==> config.mk <==
export PLATFORM = sky130hd
export DESIGN_NAME = cpu_bus_capture_flat
export DESIGN_NICKNAME = d
export VERILOG_FILES = /design/src/rtl/cpu_bus_capture_pkg.sv /design/src/rtl/cpu_bus_capture_if.sv /design/src/rtl/cpu_bus_capture_sync_filter.sv /design/src/rtl/cpu_bus_capture.sv /design/src/flat_wrapper.sv
export SDC_FILE = /design/constraint.sdc
export NUM_CORES = 1
export LEC_CHECK = 0
export ABC_AREA = 1
export CAP_MARGIN = 10
export CORE_UTILIZATION = 50
export CTS_CLUSTER_SIZE = 28
export DETAILED_ROUTE_END_ITERATION = 16
export GPL_ROUTABILITY_DRIVEN = 0
export PLACE_DENSITY = 0.73
export RECOVER_POWER = 100
export SLEW_MARGIN = 20
export SYNTH_ARGS = -nofsm -noshare
export SYNTH_HDL_FRONTEND = slang
export SYNTH_HIERARCHICAL = 1
export SYNTH_SLANG_ARGS = --single-unit
==> constraint.sdc <==
create_clock -name osc50 -period 3.9 [get_ports osc50]
set_input_delay 0.975 -clock osc50 [delete_from_list [all_inputs] [get_ports osc50]]
set_output_delay 0.975 -clock osc50 [all_outputs]
set_load 0.005 [all_outputs]
==> src/rtl/cpu_bus_capture_pkg.sv <==
// Shared types and constants for the NES CPU bus capture slice.
// Holds the capture FSM state type, region bases and defaults.
`timescale 1ns/1ps
package fc_bus_pkg;

    typedef enum logic [1:0] {
        S_INIT,
        S_LOW,
        S_HIGH,
        S_COMMIT
    } state_t;

    localparam logic [15:0] REG_PRG  = 16'h8000;
    localparam logic [15:0] REG_WRAM = 16'h6000;
    localparam logic [15:0] REG_EXP  = 16'h4020;

    localparam int DEF_SYNC_STAGES = 2;
    localparam int DEF_FILT        = 3;
    localparam int DEF_MIN_HIGH    = 4;
    localparam int DEF_TIMEOUT     = 255;

    function automatic logic [7:0] sat_inc8(input logic [7:0] v);
        return (v == 8'hFF) ? v : v + 8'd1;
    endfunction

endpackage

==> src/rtl/cpu_bus_capture_if.sv <==
// CPU cartridge bus plus captured-strobe outputs, bundled.
// master: drives the raw CPU bus; slave: the capture block.
`timescale 1ns/1ps
interface cpu_bus_capture_if;

    logic        m2;
    logic        romsel;
    logic        cpu_rw_in;
    logic [14:0] cpu_addr_in;
    logic [7:0]  cpu_data;

    logic        wr_stb;
    logic        rd_stb;
    logic [15:0] bus_addr;
    logic [7:0]  bus_data;
    logic        m2_alive;
    logic [7:0]  runt_cnt;

    modport master (
        output m2, romsel, cpu_rw_in, cpu_addr_in, cpu_data,
        input  wr_stb, rd_stb, bus_addr, bus_data, m2_alive, runt_cnt
    );

    modport slave (
        input  m2, romsel, cpu_rw_in, cpu_addr_in, cpu_data,
        output wr_stb, rd_stb, bus_addr, bus_data, m2_alive, runt_cnt
    );

endinterface

==> src/rtl/cpu_bus_capture_sync_filter.sv <==
// Synchronizer plus level filter for one asynchronous bit.
// Ports: clk, rst_n, d (async in), s (synced), f (filtered level).
`timescale 1ns/1ps
module sync_filter #(
    parameter int STAGES = 2,
    parameter int FILT   = 3
) (
    input  logic clk,
    input  logic rst_n,
    input  logic d,
    output logic s,
    output logic f
);

    localparam int CW = $clog2(FILT + 1);

    logic [STAGES-1:0] sync_q, sync_d;
    logic [CW-1:0]     cnt_q, cnt_d;
    logic              f_q, f_d;

    // cnt counts consecutive samples that disagree with f; any
    // agreeing sample restarts it, so short glitches never flip f.
    always_comb begin
        sync_d = {sync_q[STAGES-2:0], d};
        f_d    = f_q;
        cnt_d  = '0;
        if (sync_q[STAGES-1] != f_q) begin
            if (cnt_q == CW'(FILT - 1)) begin
                f_d = sync_q[STAGES-1];
            end else begin
                cnt_d = cnt_q + 1'b1;
            end
        end
    end

    always_ff @(posedge clk or negedge rst_n) begin
        if (!rst_n) begin
            sync_q <= '0;
            cnt_q  <= '0;
            f_q    <= 1'b0;
        end else begin
            sync_q <= sync_d;
            cnt_q  <= cnt_d;
            f_q    <= f_d;
        end
    end

    assign s = sync_q[STAGES-1];
    assign f = f_q;

endmodule

==> src/rtl/cpu_bus_capture.sv <==
// Brings the async NES CPU bus into osc50 and emits one strobe per cycle.
// Ports: osc50, m2_rst (async low), bus (slave: CPU bus in, strobes out).
`timescale 1ns/1ps
module cpu_bus_capture
    import fc_bus_pkg::*;
#(
    parameter int SYNC_STAGES = DEF_SYNC_STAGES,
    parameter int FILT        = DEF_FILT,
    parameter int MIN_HIGH    = DEF_MIN_HIGH,
    parameter int TIMEOUT     = DEF_TIMEOUT
) (
    input  logic              osc50,
    input  logic              m2_rst,
    cpu_bus_capture_if.slave  bus
);

    localparam int PW     = 25;
    localparam int HCW    = $clog2(MIN_HIGH + 1);
    localparam int WDW    = $clog2(TIMEOUT + 1);
    localparam int SETTLE = SYNC_STAGES + FILT;
    localparam int SCW    = $clog2(SETTLE + 1);

    logic m2_s;
    logic m2_f;

    sync_filter #(
        .STAGES (SYNC_STAGES),
        .FILT   (FILT)
    ) u_m2 (
        .clk   (osc50),
        .rst_n (m2_rst),
        .d     (bus.m2),
        .s     (m2_s),
        .f     (m2_f)
    );

    // Side signals go through the same depth as m2 so that a
    // sample of m2_s lines up with the bus values it qualifies.
    logic [SYNC_STAGES-1:0][PW-1:0] pipe_q, pipe_d;
    logic                           romsel_s;
    logic                           rw_s;
    logic [14:0]                    addr_s;
    logic [7:0]                     data_s;

    always_comb begin
        pipe_d[0] = {bus.romsel, bus.cpu_rw_in,
                     bus.cpu_addr_in, bus.cpu_data};
        for (int i = 1; i < SYNC_STAGES; i++) begin
            pipe_d[i] = pipe_q[i-1];
        end
    end

    assign {romsel_s, rw_s, addr_s, data_s} = pipe_q[SYNC_STAGES-1];

    state_t          state_q, state_d;
    logic [HCW-1:0]  high_cnt_q, high_cnt_d;
    logic [WDW-1:0]  wd_q, wd_d;
    logic [SCW-1:0]  settle_q, settle_d;
    logic [15:0]     cap_addr_q, cap_addr_d;
    logic [7:0]      cap_data_q, cap_data_d;
    logic            cap_rw_q, cap_rw_d;
    logic [15:0]     bus_addr_q, bus_addr_d;
    logic [7:0]      bus_data_q, bus_data_d;
    logic            wr_stb_q, wr_stb_d;
    logic            rd_stb_q, rd_stb_d;
    logic            alive_q, alive_d;
    logic [7:0]      runt_q, runt_d;
    logic            timeout;

    assign timeout = (state_q != S_COMMIT) &&
                     (wd_q == WDW'(TIMEOUT - 1));

    always_comb begin
        state_d    = state_q;
        high_cnt_d = high_cnt_q;
        settle_d   = settle_q;
        cap_addr_d = cap_addr_q;
        cap_data_d = cap_data_q;
        cap_rw_d   = cap_rw_q;
        bus_addr_d = bus_addr_q;
        bus_data_d = bus_data_q;
        wr_stb_d   = 1'b0;
        rd_stb_d   = 1'b0;
        alive_d    = alive_q;
        runt_d     = runt_q;

        if (state_q == S_COMMIT) begin
            wd_d = '0;
        end else if (wd_q != WDW'(TIMEOUT)) begin
            wd_d = wd_q + 1'b1;
        end else begin
            wd_d = wd_q;
        end

        unique case (state_q)
            // Leave only after M2 has been seen low for longer than
            // the sync+filter depth; this rejects the zeroed
            // synchronizer right after reset release.
            S_INIT: begin
                if (m2_s || m2_f) begin
                    settle_d = '0;
                end else if (settle_q == SCW'(SETTLE)) begin
                    settle_d = '0;
                    state_d  = S_LOW;
                end else begin
                    settle_d = settle_q + 1'b1;
                end
            end
            S_LOW: begin
                if (m2_f) begin
                    high_cnt_d = '0;
                    state_d    = S_HIGH;
                end
            end
            S_HIGH: begin
                if (m2_s) begin
                    cap_addr_d = {~romsel_s, addr_s};
                    cap_data_d = data_s;
                    cap_rw_d   = rw_s;
                end
                if (m2_f) begin
                    if (high_cnt_q != HCW'(MIN_HIGH)) begin
                        high_cnt_d = high_cnt_q + 1'b1;
                    end
                end else if (high_cnt_q >= HCW'(MIN_HIGH)) begin
                    bus_addr_d = cap_addr_q;
                    bus_data_d = cap_data_q;
                    wr_stb_d   = ~cap_rw_q;
                    rd_stb_d   = cap_rw_q;
                    alive_d    = 1'b1;
                    state_d    = S_COMMIT;
                end else begin
                    runt_d  = sat_inc8(runt_q);
                    state_d = S_LOW;
                end
            end
            S_COMMIT: begin
                state_d = S_LOW;
            end
            default: begin
                state_d = S_INIT;
            end
        endcase

        // Watchdog expiry drops any partial or pending cycle.
        if (timeout) begin
            state_d    = S_INIT;
            settle_d   = '0;
            alive_d    = 1'b0;
            wr_stb_d   = 1'b0;
            rd_stb_d   = 1'b0;
            bus_addr_d = bus_addr_q;
            bus_data_d = bus_data_q;
        end
    end

    always_ff @(posedge osc50 or negedge m2_rst) begin
        if (!m2_rst) begin
            pipe_q     <= '0;
            state_q    <= S_INIT;
            high_cnt_q <= '0;
            wd_q       <= '0;
            settle_q   <= '0;
            cap_addr_q <= '0;
            cap_data_q <= '0;
            cap_rw_q   <= 1'b1;
            bus_addr_q <= '0;
            bus_data_q <= '0;
            wr_stb_q   <= 1'b0;
            rd_stb_q   <= 1'b0;
            alive_q    <= 1'b0;
            runt_q     <= '0;
        end else begin
            pipe_q     <= pipe_d;
            state_q    <= state_d;
            high_cnt_q <= high_cnt_d;
            wd_q       <= wd_d;
            settle_q   <= settle_d;
            cap_addr_q <= cap_addr_d;
            cap_data_q <= cap_data_d;
            cap_rw_q   <= cap_rw_d;
            bus_addr_q <= bus_addr_d;
            bus_data_q <= bus_data_d;
            wr_stb_q   <= wr_stb_d;
            rd_stb_q   <= rd_stb_d;
            alive_q    <= alive_d;
            runt_q     <= runt_d;
        end
    end

    assign bus.wr_stb   = wr_stb_q;
    assign bus.rd_stb   = rd_stb_q;
    assign bus.bus_addr = bus_addr_q;
    assign bus.bus_data = bus_data_q;
    assign bus.m2_alive = alive_q;
    assign bus.runt_cnt = runt_q;

endmodule

==> src/flat_wrapper.sv <==
// flat-port wrapper written by rule: the top's interface ports become plain ports
module cpu_bus_capture_flat import fc_bus_pkg::*;
#(
    parameter int SYNC_STAGES = DEF_SYNC_STAGES,
    parameter int FILT        = DEF_FILT,
    parameter int MIN_HIGH    = DEF_MIN_HIGH,
    parameter int TIMEOUT     = DEF_TIMEOUT
)
  (osc50, m2_rst, bus_m2, bus_romsel, bus_cpu_rw_in, bus_cpu_addr_in, bus_cpu_data, bus_wr_stb, bus_rd_stb, bus_bus_addr, bus_bus_data, bus_m2_alive, bus_runt_cnt);
  cpu_bus_capture_if bus_i ();
  input  logic osc50;
  input  logic m2_rst;
  input wire logic [$bits(bus_i.m2)-1:0] bus_m2;
  input wire logic [$bits(bus_i.romsel)-1:0] bus_romsel;
  input wire logic [$bits(bus_i.cpu_rw_in)-1:0] bus_cpu_rw_in;
  input wire logic [$bits(bus_i.cpu_addr_in)-1:0] bus_cpu_addr_in;
  input wire logic [$bits(bus_i.cpu_data)-1:0] bus_cpu_data;
  output wire logic [$bits(bus_i.wr_stb)-1:0] bus_wr_stb;
  output wire logic [$bits(bus_i.rd_stb)-1:0] bus_rd_stb;
  output wire logic [$bits(bus_i.bus_addr)-1:0] bus_bus_addr;
  output wire logic [$bits(bus_i.bus_data)-1:0] bus_bus_data;
  output wire logic [$bits(bus_i.m2_alive)-1:0] bus_m2_alive;
  output wire logic [$bits(bus_i.runt_cnt)-1:0] bus_runt_cnt;
  assign bus_i.m2 = bus_m2;
  assign bus_i.romsel = bus_romsel;
  assign bus_i.cpu_rw_in = bus_cpu_rw_in;
  assign bus_i.cpu_addr_in = bus_cpu_addr_in;
  assign bus_i.cpu_data = bus_cpu_data;
  assign bus_wr_stb = bus_i.wr_stb;
  assign bus_rd_stb = bus_i.rd_stb;
  assign bus_bus_addr = bus_i.bus_addr;
  assign bus_bus_data = bus_i.bus_data;
  assign bus_m2_alive = bus_i.m2_alive;
  assign bus_runt_cnt = bus_i.runt_cnt;
  cpu_bus_capture #(.SYNC_STAGES(SYNC_STAGES), .FILT(FILT), .MIN_HIGH(MIN_HIGH), .TIMEOUT(TIMEOUT)) u_core (.osc50(osc50), .m2_rst(m2_rst), .bus(bus_i));
endmodule
==> reports/qor.yml <==
outcome:
  status: "finished, violations left"
  violations: "capacitance limit, slew limit"
logic_synthesis:
  synth-edff-count: 0
  ys_types: 26
  dominantRegCellSynth: "dfrtp_1"
  ys.warnings.count: 6
  syn_area_um2: 4920
  synthArstFlopShare: 1.00
  synth_seq_cells: 131
  synth_cells: 450
  ys_seq_area_frac: 0.667
  syn-num-nets: 487
  syn_avg_cell_area_um2: 10.9
setup_path:
  crit_path_end_kind: "flip-flop"
  cp-start-kind: "flip-flop"
  cp_slowest_stage_delay_ns: 1.38
  crit_path_top_delay_cell: "clkbuf_1"
  crit_type: "flip-flop to flip-flop"
  critPathRequiredTime_ns: 4.28
  crit_chain: "inv_1, ha_1, nand2_1, clkbuf_1, mux2_2"
  path_delay_family: "buffers and inverters"
  worst-path-buf-inv: 2
  worstPathArrival_ns: 3.23
  critPathMaxFanout: 45
placed_design:
  hpwl_mm: 5.47
  place_inst: 633
  port_buffers: 62
cts:
  clk_latency_ns: 0.50
  cts_root_buffer: "clkbuf_8"
  clock-sinks: 131
  h-tree-depth: 4
  postCtsSetupBuffers: 0
  numCtsBuffers: 17
  cts_tree: "built"
  cts_buffer_depth: 2
  cts_resized: 0
  hold_buffers: 0
  path_clk_slew_ns: 0.06
cells_and_area:
  utilization: 0.655
  finalNonFillerCells: 665
  syn_to_final_growth_pct: 24.8
  drive_gt1_frac: 0.0896
  diodes: 0
  fin_nets: 560
global_routing:
  grt_antenna_before_repair: 0
  grt_overflow: 0
  grt_pass1_vias: 3297
  grt_max_degree: 108
  grt_pass1_wl_mm: 15.4
  track_usage: 0.197
route:
  firstDrtPassIters: 4
  routed_wirelength_mm: 8.73
  final_antenna_net_count: 0
  drt-initial-drc-count: 154
  via_count: 3211
  avgViaCountPerCell: 4.83
  drc: 0
  wire_per_inst_um: 13.1
floorplanning:
  start_util: 0.525
  rows: 35
  pin_count: 63
  die_height_um: 101
  dieArea_um2: 10200
  core_area_um2: 9370
  die_w_um: 101
flow_run:
  max-cap-violations: 1
sta:
  slew_headroom: -0.289
  finalCritPeriodShare: 0.730
  finalHoldViolCount: 0
  setup_tns_ns: 0
  setup_viol: 0
  fin_crit_ns: 2.85
  max_freq_mhz: 351
  rsz0062_at_grt: "false"
  worst_slew_pin_slew_ns: 1.93
  maxSlewViolCount: 46
  finalClockSkew_ns: 0.00587
power:
  p_total_mw: 3.93
  power_density_nw_per_um2: 639
  p_sw_frac: 0.288
  pwr-share-seq: 0.446
  p_clk_frac: 0.397
  peakVddDrop_v: 0.000414
  p_switching_mw: 1.13
  combinationalPowerShare: 0.157
  internal_power_mw: 2.79
  p_leak_nw: 3.13
hold_path:
  holdCritPathClass: "flip-flop to flip-flop"
-- synth_stat cells (4+ instances only) --
master	instances	share of area
dfrtp_1	130	0.66
nand2_1	102	0.078
inv_1	55	0.042
nor2_1	31	0.024
a21oi_1	24	0.024
nand3_1	22	0.022
o21ai_0	18	0.018
o21ai_2	16	0.028
ha_1	9	0.023
mux2_2	5	0.011
xor2_1	5	0.0089
buf_2	4	0.0041
buf_6	4	0.0092
-- sequential cells by signal, summed over array words and instances (netlist names), 3 cells and up --
| signal | flops |
|---|---|
| u_core/pipe_d | 25 |
| u_core/settle_q | 3 |
| u_core/cap_data_q | 8 |
| u_core/bus.bus_data | 8 |
| u_core/wd_q | 8 |
| u_core/data_s | 8 |
| u_core/bus.runt_cnt | 8 |
| u_core/high_cnt_q | 3 |
| u_core/addr_s | 15 |
| u_core/bus.bus_addr | 16 |
| u_core/cap_addr_q | 16 |
-- path summary, 6_finish.rpt --
check                      slack [ns]  depth (start not counted)                   end              start
setup / recovery                 1.05                          5  u_core/cap_data_q[2]  u_core/state_q[0]
hold / removal                   0.34                          0     u_core/addr_s[12]  u_core/pipe_d[45]
setup reg to reg                 1.05                          5  u_core/cap_data_q[2]  u_core/state_q[0]
hold reg to reg                  0.34                          0     u_core/addr_s[12]  u_core/pipe_d[45]
max in group asynchronous        1.60                          2     u_core/pipe_d[40]             m2_rst
min in group asynchronous        0.55                          1  u_core/cap_addr_q[4]             m2_rst
-- final cells by class --
| type | instances | area, µm² |
|---|---|---|
| clock buffer | 18 | 428 |
| clock inverter | 14 | 165 |
| fill | 759 | 3230 |
| inverter | 56 | 210 |
| multi-input combinational | 253 | 1270 |
| sequential | 131 | 3280 |
| tap | 129 | 161 |
| timing repair buffer | 64 | 629 |
-- metrics by stage --
step                hold WS [ns]  instance area, µm²  setup WS [ns]
global placement           0.332                5630           1.86
global route               0.354                6140          0.800
detailed placement         0.335                5630           1.81
CTS                        0.343                6230           1.43
floorplan                  0.331                4920           2.40
finish                     0.342                6140           1.05
-- power by group through the flow --
stage               Clock, mW  Combinational, mW  Sequential, mW
floorplan                   0              0.471            1.73
global route             1.66              0.723            1.78
finish                   1.56              0.617            1.75
global placement            0              0.617            1.76
detailed placement          0              0.653            1.77
CTS                      1.59              0.664            1.75
-- cells in the final DEF, fill, tap and decap left out, types with 2 or more instances in the layout --
cell / Yosys / layout
clkinvlp_4: 0 / 2
dlygate4sd3_1: 0 / 61
a31o_2: 2 / 2
xor2_1: 5 / 5
clkbuf_16: 0 / 16
xnor2_1: 3 / 3
clkbuf_8: 0 / 2
o21ai_0: 18 / 33
bufinv_16: 0 / 2
a31oi_1: 3 / 3
clkbuf_1: 1 / 2
nand4_1: 2 / 2
inv_6: 0 / 6
nand3_1: 22 / 23
a21oi_1: 24 / 24
mux2_2: 5 / 5
ha_1: 9 / 9
dfrtp_1: 130 / 130
nor2_1: 31 / 32
inv_1: 55 / 56
or2_2: 3 / 3
nand2_1: 102 / 103
nor3_1: 2 / 2
clkinv_4: 0 / 3
-- cell families after synthesis --
kind of cell | share of synthesized area
compound gates | 0.0786
buf+inv | 0.0598
flops | 0.667
simple gates | 0.146
mux | 0.0114
xor+xnor | 0.0142
fa+ha+maj | 0.0229
-- metal layers --
layer  up-vias  track usage  wire, µm
li1       1563            -         -
met5         -            0         0
met2        80        0.323      4270
met4         0       0.0669        57
met3         7       0.0538       380
met1      1561        0.256      4020
(Power assumes the default switching activity.)
